### config.mk
export PLATFORM = sky130hd
export DESIGN_NAME = avr_gpio_port
export DESIGN_NICKNAME = d
export VERILOG_FILES = /design/src/rtl/avr_gpio_port.sv
export SDC_FILE = /design/constraint.sdc
export NUM_CORES = 1
export LEC_CHECK = 0
export BUFFER_PORTS_ARGS = -buffer_cell sky130_fd_sc_hd__buf_2
export CAP_MARGIN = 20
export CORE_ASPECT_RATIO = 0.9
export CORE_UTILIZATION = 25
export CTS_CLUSTER_SIZE = 10
export DETAILED_ROUTE_END_ITERATION = 16
export SLEW_MARGIN = 20
export SYNTH_ARGS = -nofsm -noshare
export SYNTH_HDL_FRONTEND = slang
export SYNTH_SLANG_ARGS = --single-unit
### constraint.sdc
create_clock -name clk -period 1.47 [get_ports clk]
set_input_delay 0.147 -clock clk [delete_from_list [all_inputs] [get_ports clk]]
set_output_delay 0.147 -clock clk [all_outputs]
set_load 0.02 [all_outputs]
### src/rtl/avr_gpio_port.sv
// ---------------------------------------------------------------------------
// avr_gpio_port
//   AVR-style GPIO port on the core I/O bus: PORTx / DDRx / PINx plus a
//   pin-change mask (PCMSK) and pin-change flag (PCIF) driving a level irq.
//   Each port bit is an independent lane (pin synchroniser, previous sample,
//   PORT/DDR/PCMSK bits). The top level decodes the bus, collects lane change
//   bits into the flag and muxes read data.
//
// Ports
//   clk        core clock
//   reset      asynchronous, active-high reset
//   io_addr    I/O-space address from the core
//   io_wdata   write data
//   io_we      write strobe, one cycle per write
//   io_re      read strobe; io_rdata is zero when low
//   io_rdata   combinational read data (zero when not addressed, OR-combinable)
//   port_out   PORTx register contents to the pad wrapper
//   ddr_out    DDRx register contents to the pad wrapper
//   pin_in     asynchronous pad inputs
//   irq        pin-change interrupt request (level, = PCIF)
//   irq_ack    core interrupt acknowledge, clears PCIF
// ---------------------------------------------------------------------------

// ---------------------------------------------------------------------------
// avr_gpio_lane
//   One port bit. Holds the two-flop pad synchroniser, the previous synced
//   sample for edge detection, and the PORT/DDR/PCMSK bits.
//
// Ports
//   clk, reset  clock / async active-high reset
//   pin         raw pad input bit
//   wr_port     load port bit from wbit
//   wr_tgl      toggle port bit where wbit is 1 (PINx write)
//   wr_ddr      load ddr bit from wbit
//   wr_mask     load mask bit from wbit
//   wbit        write data bit for this lane
//   port_q      PORT bit
//   ddr_q       DDR bit
//   mask_q      PCMSK bit
//   sync_q      synchronised pad value (second sync stage)
//   chg         masked change on this bit in the current cycle
// ---------------------------------------------------------------------------
module avr_gpio_lane (
    input  logic clk,
    input  logic reset,
    input  logic pin,
    input  logic wr_port,
    input  logic wr_tgl,
    input  logic wr_ddr,
    input  logic wr_mask,
    input  logic wbit,
    output logic port_q,
    output logic ddr_q,
    output logic mask_q,
    output logic sync_q,
    output logic chg
);
    logic sync1;
    logic prev;

    always_ff @(posedge clk or posedge reset) begin
        if (reset) begin
            sync1  <= 1'b0;
            sync_q <= 1'b0;
            prev   <= 1'b0;
            port_q <= 1'b0;
            ddr_q  <= 1'b0;
            mask_q <= 1'b0;
        end else begin
            sync1  <= pin;
            sync_q <= sync1;
            prev   <= sync_q;
            // wr_port and wr_tgl are decoded from distinct addresses and
            // never both active.
            if (wr_port)
                port_q <= wbit;
            else if (wr_tgl)
                port_q <= port_q ^ wbit;
            if (wr_ddr)
                ddr_q <= wbit;
            if (wr_mask)
                mask_q <= wbit;
        end
    end

    // Any edge (rising or falling) on an enabled bit counts as a change.
    assign chg = (sync_q ^ prev) & mask_q;
endmodule

module avr_gpio_port #(
    parameter int          WIDTH      = 8,
    parameter logic [5:0]  ADDR_PCMSK = 6'h15,
    parameter logic [5:0]  ADDR_PIN   = 6'h16,
    parameter logic [5:0]  ADDR_DDR   = 6'h17,
    parameter logic [5:0]  ADDR_PORT  = 6'h18,
    parameter logic [5:0]  ADDR_PCIF  = 6'h14
) (
    input  logic             clk,
    input  logic             reset,
    input  logic [5:0]       io_addr,
    input  logic [WIDTH-1:0] io_wdata,
    input  logic             io_we,
    input  logic             io_re,
    output logic [WIDTH-1:0] io_rdata,
    output logic [WIDTH-1:0] port_out,
    output logic [WIDTH-1:0] ddr_out,
    input  logic [WIDTH-1:0] pin_in,
    output logic             irq,
    input  logic             irq_ack
);
    typedef struct packed {
        logic             we;
        logic             re;
        logic [5:0]       addr;
        logic [WIDTH-1:0] wdata;
    } io_req_t;

    io_req_t          req;
    logic             wr_port;
    logic             wr_tgl;
    logic             wr_ddr;
    logic             wr_mask;
    logic             pcif_clr;
    logic             pcif;
    logic [WIDTH-1:0] mask_q;
    logic [WIDTH-1:0] sync_q;
    logic [WIDTH-1:0] chg;

    assign req = '{we: io_we, re: io_re, addr: io_addr, wdata: io_wdata};

    // Write decode; a simultaneous read does not suppress the write.
    assign wr_port  = req.we && (req.addr == ADDR_PORT);
    assign wr_tgl   = req.we && (req.addr == ADDR_PIN);
    assign wr_ddr   = req.we && (req.addr == ADDR_DDR);
    assign wr_mask  = req.we && (req.addr == ADDR_PCMSK);
    assign pcif_clr = irq_ack || (req.we && (req.addr == ADDR_PCIF) && req.wdata[0]);

    for (genvar i = 0; i < WIDTH; i++) begin : g_lane
        avr_gpio_lane u_lane (
            .clk     (clk),
            .reset   (reset),
            .pin     (pin_in[i]),
            .wr_port (wr_port),
            .wr_tgl  (wr_tgl),
            .wr_ddr  (wr_ddr),
            .wr_mask (wr_mask),
            .wbit    (req.wdata[i]),
            .port_q  (port_out[i]),
            .ddr_q   (ddr_out[i]),
            .mask_q  (mask_q[i]),
            .sync_q  (sync_q[i]),
            .chg     (chg[i])
        );
    end

    // Set has priority over clear so a change landing in the ack cycle is
    // not lost; the core simply sees irq stay high.
    always_ff @(posedge clk or posedge reset) begin
        if (reset)
            pcif <= 1'b0;
        else if (|chg)
            pcif <= 1'b1;
        else if (pcif_clr)
            pcif <= 1'b0;
    end

    assign irq = pcif;

    // Unaddressed or unstrobed reads return zero so several peripherals can
    // be OR-combined onto the core's read bus.
    always_comb begin
        io_rdata = '0;
        if (req.re) begin
            unique case (req.addr)
                ADDR_PIN:   io_rdata = sync_q;
                ADDR_PORT:  io_rdata = port_out;
                ADDR_DDR:   io_rdata = ddr_out;
                ADDR_PCMSK: io_rdata = mask_q;
                ADDR_PCIF:  io_rdata[0] = pcif;
                default:    io_rdata = '0;
            endcase
        end
    end
endmodule

==> results of run 1 <==
layer usage:
metal | vias up | share of wire | GRT usage
li1 | 805 | - | -
met4 | 0 | 0.0047 | 0.02174
met2 | 45 | 0.47 | 0.1905
met3 | 2 | 0.049 | 0.03233
met5 | - | 0 | 0
met1 | 812 | 0.47 | 0.1666
critical path, delay by kind of cell, from the launching register on:
kind / cells / cell delay, ps
multiplexers: 1 / 150
AO/OA/AOI/OAI: 2 / 440
buffers and inverters: 1 / 170
AND/OR/NAND/NOR: 1 / 80
flip-flops: 1 / 390
cells in the mapped netlist:
library cell	n	area (µm²)
dfrtp_1	49	1226
mux2_2	21	236.5
buf_4	17	127.6
nand2_1	17	63.81
a21oi_1	11	55.05
a22oi_1	9	67.56
xor2_1	8	70.07
a21o_1	4	30.03
a31oi_1	4	25.02
o221a_2	4	45.04
o22ai_1	4	25.02
and2_1	3	18.77
nor2_1	3	11.26
buf_2	2	10.01
mux2_1	2	22.52
nand3_1	2	10.01
nand4_1	2	12.51
a221oi_1	1	8.760
a222oi_1	1	10.01
a22o_1	1	8.760
a2bb2o_1	1	10.01
and4bb_1	1	12.51
and4bb_2	1	12.51
clkbuf_1	1	3.750
inv_1	1	3.750
mux2i_1	1	10.01
nand2b_1	1	6.260
nand3_4	1	17.52
nand3b_1	1	7.510
nand3b_4	1	20.02
nand4bb_1	1	11.26
nor2b_1	1	6.260
o21ai_0	1	5.000
o21ai_2	1	8.760
or2_2	1	6.260
what timing repair did:
action                                  CTS  global route
buffers inserted                         16             6
endpoints found under the setup margin    8             8
pin swaps                                15             1
hold endpoints to repair                 26             0
hold buffers                              9             0
resized for setup                        29             2
flip-flops by register name, summed over array words and instances, names as in the netlist:
name / count
g_lane.u_lane.sync1: 8
g_lane.u_lane.sync_q: 8
irq: 1
g_lane.u_lane.prev: 8
g_lane.u_lane.port_q: 8
g_lane.u_lane.ddr_q: 8
g_lane.u_lane.mask_q: 8
layout make-up:
class                      count  share of cell area
clock buffer                   5             0.02249
clock inverter                 3            0.007359
inverter                       1            0.001226
multi-input combinational    110              0.3074
sequential                    49              0.4007
tap                          119             0.04865
timing repair buffer          94              0.2122
worst max-delay path by stage:
stage,startpoint,to,slack (ps),depth (start not counted)
finish,irq,io_rdata[0],-220,5
global route,irq,io_rdata[0],-280,5
CTS,g_lane[0].u_lane.mask_q,io_rdata[0],-250,5
detailed placement,io_addr[5],io_rdata[5],-110,8
global placement,io_addr[5],io_rdata[5],-110,8
floorplan,io_addr[5],io_rdata[0],100,4
report_power, final:
group | switching, W | total, W | internal (W) | leakage, nW
sequential | 0.0000989 | 0.00157 | 0.00147 | 0.610
combinational | 0.000320 | 0.000677 | 0.000357 | 0.788
clock | 0.000463 | 0.000801 | 0.000338 | 0.0481
total | 0.000882 | 0.00305 | 0.00217 | 1.45
cells by family after synthesis:
group | count (synthesis) | share of synthesized area
compound gates | 42 | 0.1343
buf+inv | 21 | 0.06520
xor+xnor | 8 | 0.03148
simple gates | 36 | 0.09725
flops | 49 | 0.5509
mux | 24 | 0.1209
per-stage QoR:
step / setup slack [ps] / util / instances / hold slack, ps / setup TNS [ps]
detailed placement: -110.9 / 0.3033 / 343 / 157.3 / -741.8
global route: -284.7 / 0.3555 / 381 / 125.8 / -851.1
CTS: -251.7 / 0.3494 / 375 / 115.7 / -500.0
floorplan: 97.57 / - / 180 / 178.4 / 0
finish: -217.8 / 0.3555 / 381 / 108.5 / -423.2
global placement: -111.5 / 0.3033 / 343 / 149.9 / -705.4
==> results.json, run 1 <==
{
  "synth_cell_types": 35,
  "fin_ws_ps": -217.8,
  "cp.required_ps": 1320,
  "htreeDepth": 2,
  "path_clk_slew_ps": 90,
  "report.final.slew_viol_count": 0,
  "die_area_um2": 9285,
  "hold_depth": 2,
  "grt_max_degree": 32,
  "core_um2": 8608,
  "final_cell_mix": "49 x dfrtp_1, 43 x buf_2, 39 x buf_4",
  "dp_hpwl_um": 3890,
  "gr-total-overflow": 0,
  "reg2reg_slack_ps": 240,
  "cpPeakStageDelay_ps": 390,
  "die_width_um": 101.5,
  "max_freq_ghz": 0.5925,
  "drt_pass1_iterations": 4,
  "ant_nets": 0,
  "vias": 1664,
  "path_class": "flop to primary output",
  "clock-sinks": 49,
  "die_y_um": 91.52,
  "syn_nets": 207,
  "area_growth_pct": 37.49,
  "startpoint_type": "flop",
  "r2r_cells": 4,
  "rsz0062_at_grt": "true",
  "avgSynthCellArea_um2": 12.37,
  "finalCritPeriodShare": 1.148,
  "synthCells": 180,
  "drcViolationCount": 0,
  "crit_chain": "mux2i_1 > o21ai_1 > a222oi_1 > nor2b_1 > buf_4",
  "initial_core_util": 0.2586,
  "r2r_end": "irq",
  "layout_min_cycle_time_ps": 1688,
  "finalHoldViolCount": 0,
  "r2r-start": "g_lane[1].u_lane.sync_q",
  "ir_drop_uv": 376.0,
  "tritoncts": "built",
  "post_dp_cell_area_um2": 2611,
  "clk_path_buf_depth": 2,
  "netlist_area_um2": 2226,
  "n_antenna_cell": 0,
  "yosysWarnings": 0,
  "synth_seq_cells": 49,
  "finClkSkew_ps": 10.80,
  "final_area_um2": 3060,
  "numCtsBuffers": 5,
  "seqCellArea_um2": 1226,
  "grt_pass1_vias": 1616,
  "num_io_pins": 52,
  "worst_slew_pin_slew_ps": 402.0,
  "worstSetupEndpointType": "primary output",
  "vias_per_cell": 4.367,
  "critPathSlowestCell": "dfrtp_1",
  "portBuffers": 51,
  "cellPowerDensity_nw_per_um2": 996.9,
  "rows": 32,
  "wire_per_inst_um": 14.04,
  "crit_path_max_fanout": 2,
  "fillers": 863,
  "grt_pass1_wl_um": 8466,
  "min-delay-start": "io_wdata[6]",
  "violations": "negative setup slack",
  "layout_commonest_cell": "dfrtp_1",
  "setup_viol": 8,
  "grt.total_usage": 0.1208,
  "multi_input_comb_area_um2": 940.9,
  "gp_congestion": 0.8255,
  "maxCapViolations": 0,
  "clock-root-buffer": "clkbuf_8",
  "worstPathArrival_ps": 1540,
  "min_delay_worst_endpoint": "g_lane[6].u_lane.ddr_q",
  "drt_wl_total_um": 5349,
  "outcome": "finished with violations",
  "drt-initial-drc-count": 76,
  "nets": 288,
  "leakagePower_nw": 1.446,
  "power.total_w": 0.003051,
  "maxSlewHeadroom": 0.7316,
  "antenna_found_initial": 0,
  "ys_seq_area_frac": 0.5509,
  "hp-class": "input port to flop",
  "layout-drive-gt1-share": 0.5305,
  "insertion_delay_ps": 310
}
Power figures use the tool's default switching activity.
==> inputs of run 2 (changes only) <==
--- a/config.mk
+++ b/config.mk
@@ -5,6 +5,7 @@
 export SDC_FILE = /design/constraint.sdc
 export NUM_CORES = 1
 export LEC_CHECK = 0
+export ABC_AREA = 1
 export BUFFER_PORTS_ARGS = -buffer_cell sky130_fd_sc_hd__buf_2
 export CAP_MARGIN = 20
 export CORE_ASPECT_RATIO = 0.9
==> run 2 against run 1 <==
The flow now finishes without violations; hold slack better by 14 ps; core utilization decreased by 3.9 points; synthesized area up 13%; design area grew 0.45%; synthesized cell count is 62% higher; sequential cell count unchanged; clock-buffer cell count unchanged; largest cell class unchanged; largest power group unchanged.
==> results.json, run 2 <==
{
  "outcome": "complete, no violations",
  "finalHoldViolCount": 0,
  "startpoint": "g_lane[4].u_lane.ddr_q",
  "cpMostUsedCell": "nor2_1",
  "initial_core_util": 0.2589,
  "crit_path_max_fanout": 3,
  "netlist_top_cells_area": "dfrtp_1 49%, nand2_1 13%, nand3_1 7.6%",
  "ys_seq_area_frac": 0.4883,
  "dp_hpwl_um": 4534,
  "maxCapViolations": 0,
  "gp_congestion": 0.8451,
  "avgSynthCellArea_um2": 8.629,
  "cellPowerDensity_nw_per_um2": 1073,
  "vias": 2088,
  "p_seq_frac": 0.497,
  "reg2reg_slack_ps": 210,
  "tns_ps": 0,
  "leakagePower_nw": 1.575,
  "clockPowerShare": 0.285,
  "postSynth.asyncResetShare": 1.000,
  "clk_path_buf_depth": 2,
  "pre_cts_slack_ps": 104.8,
  "synth_cell_types": 24,
  "r2r_cells": 5,
  "grtUsageMet2": 0.1770,
  "setup_viol": 0,
  "synth_seq_cells": 49,
  "grt_pass1_wl_um": 9915,
  "drt-initial-drc-count": 112,
  "ir_drop_uv": 454.8,
  "rsz0062_at_grt": "false",
  "grt_pass1_vias": 2027,
  "crit_chain": "nand3_1 > nand2_1 > nor2_1 > nor2_1 > buf_2",
  "worstPathArrival_ps": 1250,
  "critPathSlowestCell": "dfrtp_1",
  "die_area_um2": 10450,
  "path_clk_slew_ps": 90,
  "drcViolationCount": 0,
  "fillers": 1050,
  "finalCritPeriodShare": 0.9511,
  "ant_nets": 0,
  "layout-drive-gt1-share": 0.3023,
  "fin_ws_ps": 71.83,
  "r2r-start": "g_lane[2].u_lane.sync_q",
  "report.final.slew_viol_count": 0,
  "grt_util_met3": 0.02347,
  "grt_most_used_layer": "met1",
  "num_io_pins": 52,
  "layout_min_cycle_time_ps": 1398,
  "tritoncts": "built",
  "area_growth_pct": 22.42,
  "r2r_end": "irq",
  "dp_cells": 452,
  "synth_edf_count": 0,
  "internal-power_w": 0.002279,
  "yosysTopAreaCell": "dfrtp_1",
  "drt_wl_total_um": 6007,
  "insertion_delay_ps": 300,
  "antenna_found_initial": 0,
  "sw_frac_of_total": 0.3092,
  "n_antenna_cell": 0,
  "cp-endpoint": "io_rdata[4]",
  "min-delay-start": "irq_ack",
  "portBuffers": 51,
  "synth_top_cell_area_share": 0.4883,
  "wire_per_inst_um": 12.78,
  "clock-root-buffer": "clkbuf_8",
  "worstSetupEndpointType": "primary output",
  "hp-class": "input port to flop",
  "layout_commonest_cell": "nand2_1",
  "rows": 34,
  "nets": 371,
  "clock-sinks": 49,
  "max_freq_ghz": 0.7152,
  "htreeDepth": 2,
  "finalHoldWorstSlack_ps": 122.0,
  "finClkSkew_ps": 4.203,
  "drt_pass1_iterations": 4,
  "synth_common_cells": "85 x nand2_1, 49 x dfrtp_1, 38 x nand3_1",
  "switchingPower_w": 0.001020,
  "worst_slew_pin_slew_ps": 314.2,
  "startpoint_type": "flop",
  "stdcell_count": 470,
  "core_um2": 9699,
  "path_class": "flop to primary output",
  "numCtsBuffers": 5,
  "maxSlewHeadroom": 0.7903,
  "die_y_um": 97.08,
  "synth_ff_type": "dfrtp_1",
  "yosysMostFrequentCell": "nand2_1",
  "syn_nets": 318,
  "cp.required_ps": 1320,
  "gr-total-overflow": 0,
  "pwr-share-comb": 0.218,
  "die_width_um": 107.6,
  "final_cell_mix": "84 x nand2_1, 49 x dfrtp_1, 49 x buf_2",
  "met1_usage": 0.1774,
  "synthCells": 291,
  "cpPeakStageDelay_ps": 430,
  "grt_max_degree": 50,
  "grt.total_usage": 0.1203,
  "vias_per_cell": 4.443,
  "netlist_area_um2": 2511,
  "yosysWarnings": 0
}
-- run 2: power groups by stage --
stage / logic [W] / clock network, W / registers (W)
6_report: 0.000720 / 0.000939 / 0.00164
2_1_floorplan: 0.000565 / 0 / 0.00165
4_1_cts: 0.000711 / 0.000972 / 0.00165
3_5_place_dp: 0.000690 / 0 / 0.00168
3_3_place_gp: 0.000671 / 0 / 0.00167
5_1_grt: 0.000800 / 0.00102 / 0.00167
-- run 2: logic make-up (layout without fill, tap and decap cells) --
family	count (synthesis)	after routing	share of synthesized area
flops	49	49	0.4883
simple gates	174	175	0.3239
xor+xnor	7	7	0.02442
compound gates	20	20	0.06178
buf+inv	41	93	0.1016
-- run 2: worst min path at each step --
| stage | to | slack [ps] | cells past startpoint |
|---|---|---|---|
| after CTS | irq | 120 | 3 |
| after global placement | g_lane[3].u_lane.sync1 | 210 | 3 |
| after global routing | irq | 130 | 3 |
| after floorplan | g_lane[0].u_lane.sync1 | 180 | 0 |
| after detailed placement | g_lane[3].u_lane.sync1 | 210 | 3 |
| final | irq | 120 | 3 |
-- run 2: area by class of cell --
class	count	area (µm²)	share of cell area
flip-flops and latches	49	1226	0.3989
multi-input cells	202	1054	0.3427
repair buffers	68	460.4	0.1498
well taps	126	157.7	0.05128
inverters	18	72.57	0.02361
clock buffers	5	68.82	0.02239
clock inverters	2	35.03	0.01140
-- run 2: through the flow --
stage,util,total power [W],instance area [µm²]
3_3_place_gp,0.2932,0.002343,2844
4_1_cts,0.3132,0.003332,3038
5_1_grt,0.3170,0.003486,3074
3_5_place_dp,0.2932,0.002366,2844
2_1_floorplan,-,0.002211,2511
6_report,0.3170,0.003299,3074
-- run 2: per-layer routing --
metal / up-vias / part of all wire
met1: 988 / 0.49
met2: 62 / 0.43
met3: 8 / 0.065
met5: - / 0
li1: 1030 / -
met4: 0 / 0.012
-- run 2: what timing repair did --
action | 4_1_cts | 5_1_grt
buffers inserted | 0 | 1
endpoints found under the setup margin | 0 | 4
hold buffers | 9 | 0
endpoints found under the hold margin | 57 | 0
gates resized for setup | 0 | 6
-- run 2: worst max-delay path, delay by kind of cell (launching register included) --
family,cells,cell delay [ps]
simple gates,4,360
buf+inv,1,160
flops,1,430
==> inputs of run 3 (changes only) <==
--- a/config.mk
+++ b/config.mk
@@ -5,13 +5,13 @@
 export SDC_FILE = /design/constraint.sdc
 export NUM_CORES = 1
 export LEC_CHECK = 0
-export ABC_AREA = 1
 export BUFFER_PORTS_ARGS = -buffer_cell sky130_fd_sc_hd__buf_2
 export CAP_MARGIN = 20
 export CORE_ASPECT_RATIO = 0.9
 export CORE_UTILIZATION = 25
 export CTS_CLUSTER_SIZE = 10
 export DETAILED_ROUTE_END_ITERATION = 16
+export MAX_ROUTING_LAYER = met4
 export SLEW_MARGIN = 20
 export SYNTH_ARGS = -nofsm -noshare
 export SYNTH_HDL_FRONTEND = slang
==> run 3 against run 2 <==
The run now ends with negative setup slack left; via count is 20% lower; worst setup slack worse by 280 ps; sequential cell count stayed put; register-to-register slack better by 20 ps; maximum frequency is 16% lower; combinational power is 5.8% lower; core utilization is 3.9 points higher; design area is 0.45% lower; critical path depth stayed put; global-route usage is 0.38 points higher; non-clock buffer count is 26 higher; clock power is 15% lower; critical endpoint is now io_rdata[0]; largest cell class unchanged; largest power group unchanged.
==> results.json, run 3 (same netlist as run 1, synthesis figures left out) <==
{
  "outcome": "finished with violations",
  "violations": "negative setup slack",
  "layout_min_cycle_time_ps": 1674,
  "finalHoldViolCount": 0,
  "dp_cells": 343,
  "nets": 288,
  "vias": 1671,
  "path_clk_slew_ps": 90,
  "die_y_um": 91.52,
  "r2r_end": "irq",
  "finalCritPeriodShare": 1.139,
  "hp-class": "input port to flop",
  "cellPowerDensity_nw_per_um2": 995.2,
  "grt_max_degree": 32,
  "fin_ws_ps": -204.1,
  "dp_hpwl_um": 3890,
  "stdcell_count": 381,
  "grt_pass1_wl_um": 8452,
  "layout_commonest_cell": "dfrtp_1",
  "switchingPower_w": 0.0008766,
  "tritoncts": "built",
  "cp-endpoint": "io_rdata[0]",
  "reg2reg_slack_ps": 230,
  "internal-power_w": 0.002169,
  "numCtsBuffers": 5,
  "layout-drive-gt1-share": 0.5305,
  "sw_frac_of_total": 0.2878,
  "path_class": "flop to primary output",
  "gp_congestion": 0.8380,
  "drt-initial-drc-count": 83,
  "ant_nets": 0,
  "multi_input_comb_area_um2": 940.9,
  "worstSetupEndpointType": "primary output",
  "ir_drop_uv": 375.9,
  "wire_per_inst_um": 14.10,
  "setup_viol": 7,
  "maxSlewHeadroom": 0.7317,
  "grt_pass1_vias": 1624,
  "grtUsageMet2": 0.1905,
  "fillers": 863,
  "p_seq_frac": 0.517,
  "initial_core_util": 0.2586,
  "clk_path_buf_depth": 2,
  "rows": 32,
  "htreeDepth": 2,
  "grt_most_used_layer": "met2",
  "tns_ps": -391.0,
  "finClkSkew_ps": 10.36,
  "n_antenna_cell": 0,
  "report.final.slew_viol_count": 0,
  "vias_per_cell": 4.386,
  "drt_pass1_iterations": 4,
  "grt.total_usage": 0.1241,
  "area_growth_pct": 37.49,
  "drcViolationCount": 0,
  "worst_slew_pin_slew_ps": 401.9,
  "die_width_um": 101.5,
  "crit_path_max_fanout": 2,
  "clockPowerShare": 0.261,
  "max_freq_ghz": 0.5973,
  "worstPathArrival_ps": 1530,
  "die_area_um2": 9285,
  "final_cell_mix": "49 x dfrtp_1, 43 x buf_2, 39 x buf_4",
  "pre_cts_slack_ps": -110.9,
  "power.total_w": 0.003046,
  "leakagePower_nw": 1.446,
  "num_io_pins": 52,
  "clock-root-buffer": "clkbuf_8",
  "core_um2": 8608,
  "r2r_cells": 4,
  "pwr-share-comb": 0.223,
  "grt_util_met3": 0.03233,
  "seqCellArea_um2": 1226,
  "startpoint": "irq",
  "met1_usage": 0.1661,
  "startpoint_type": "flop",
  "maxCapViolations": 0,
  "r2r-start": "g_lane[1].u_lane.sync_q",
  "gr-total-overflow": 0,
  "cp.required_ps": 1320,
  "rsz0062_at_grt": "true",
  "antenna_found_initial": 0,
  "clock-sinks": 49,
  "portBuffers": 51,
  "drt_wl_total_um": 5371,
  "insertion_delay_ps": 300
}
-- run 3: cell types whose count changed in the layout (fill, tap and decap cells not counted), sizes merged, moves of 7 or more --
cell,previous run,this run
a21oi,0,11
a22oi,0,9
buf,59,85
inv,17,1
mux2,0,23
nand2,91,17
nand3,41,3
nand4,9,2
nor2,31,3
o21ai,18,2
-- run 3: worst min-delay path by stage --
| stage | startpoint | end | slack, ps | cells past startpoint |
|---|---|---|---|---|
| after detailed placement | reset | g_lane[7].u_lane.sync1 | 160 | 2 |
| after floorplan | pin_in[0] | g_lane[0].u_lane.sync1 | 180 | 0 |
| after global placement | reset | g_lane[7].u_lane.sync1 | 150 | 2 |
| final | io_wdata[6] | g_lane[6].u_lane.ddr_q | 110 | 2 |
| after CTS | io_wdata[6] | g_lane[6].u_lane.ddr_q | 120 | 2 |
| after global routing | io_wdata[6] | g_lane[6].u_lane.ddr_q | 130 | 2 |
-- run 3: critical path: stages, from the launching register on --
cell	delay [ps]
dfrtp_1	390
mux2i_1	150
o21ai_1	80
a222oi_1	360
nor2b_1	80
buf_4	170
-- run 3: metrics by stage --
step | hold slack, ps | area (µm²) | util
after floorplan | 178.4 | 2226 | -
after global placement | 149.9 | 2611 | 0.3033
after detailed placement | 157.3 | 2611 | 0.3033
after CTS | 115.7 | 3008 | 0.3494
after global routing | 125.8 | 3060 | 0.3555
final | 112.7 | 3060 | 0.3555
-- run 3: metal layers --
layer | up-vias | part of all wire
met4 | 0 | 0.0043
met3 | 4 | 0.051
met5 | - | 0
met1 | 813 | 0.47
met2 | 52 | 0.47
li1 | 802 | -
-- run 3: what timing repair did --
item                                    in CTS  in global routing
endpoints found under the setup margin       8                  8
hold buffers                                 9                  0
hold endpoints to repair                    26                  0
pin swaps                                   15                  1
resized for setup                           29                  2
buffers inserted                            16                  6
gates cloned                                 0                  0
-- run 3: layout make-up --
type / instances / share of cell area
clock buffer: 5 / 0.02249
clock inverter: 3 / 0.007359
tap: 119 / 0.04865
multi-input combinational: 110 / 0.3074
inverter: 1 / 0.001226
sequential: 49 / 0.4007
timing repair buffer: 94 / 0.2122
-- run 3: power groups by stage --
stage	Clock, W	Combinational, W	Sequential, W
4_1_cts	0.000818	0.000634	0.00157
3_3_place_gp	0	0.000462	0.00162
5_1_grt	0.000883	0.000729	0.00159
2_1_floorplan	0	0.000361	0.00158
3_5_place_dp	0	0.000470	0.00162
6_report	0.000794	0.000678	0.00157
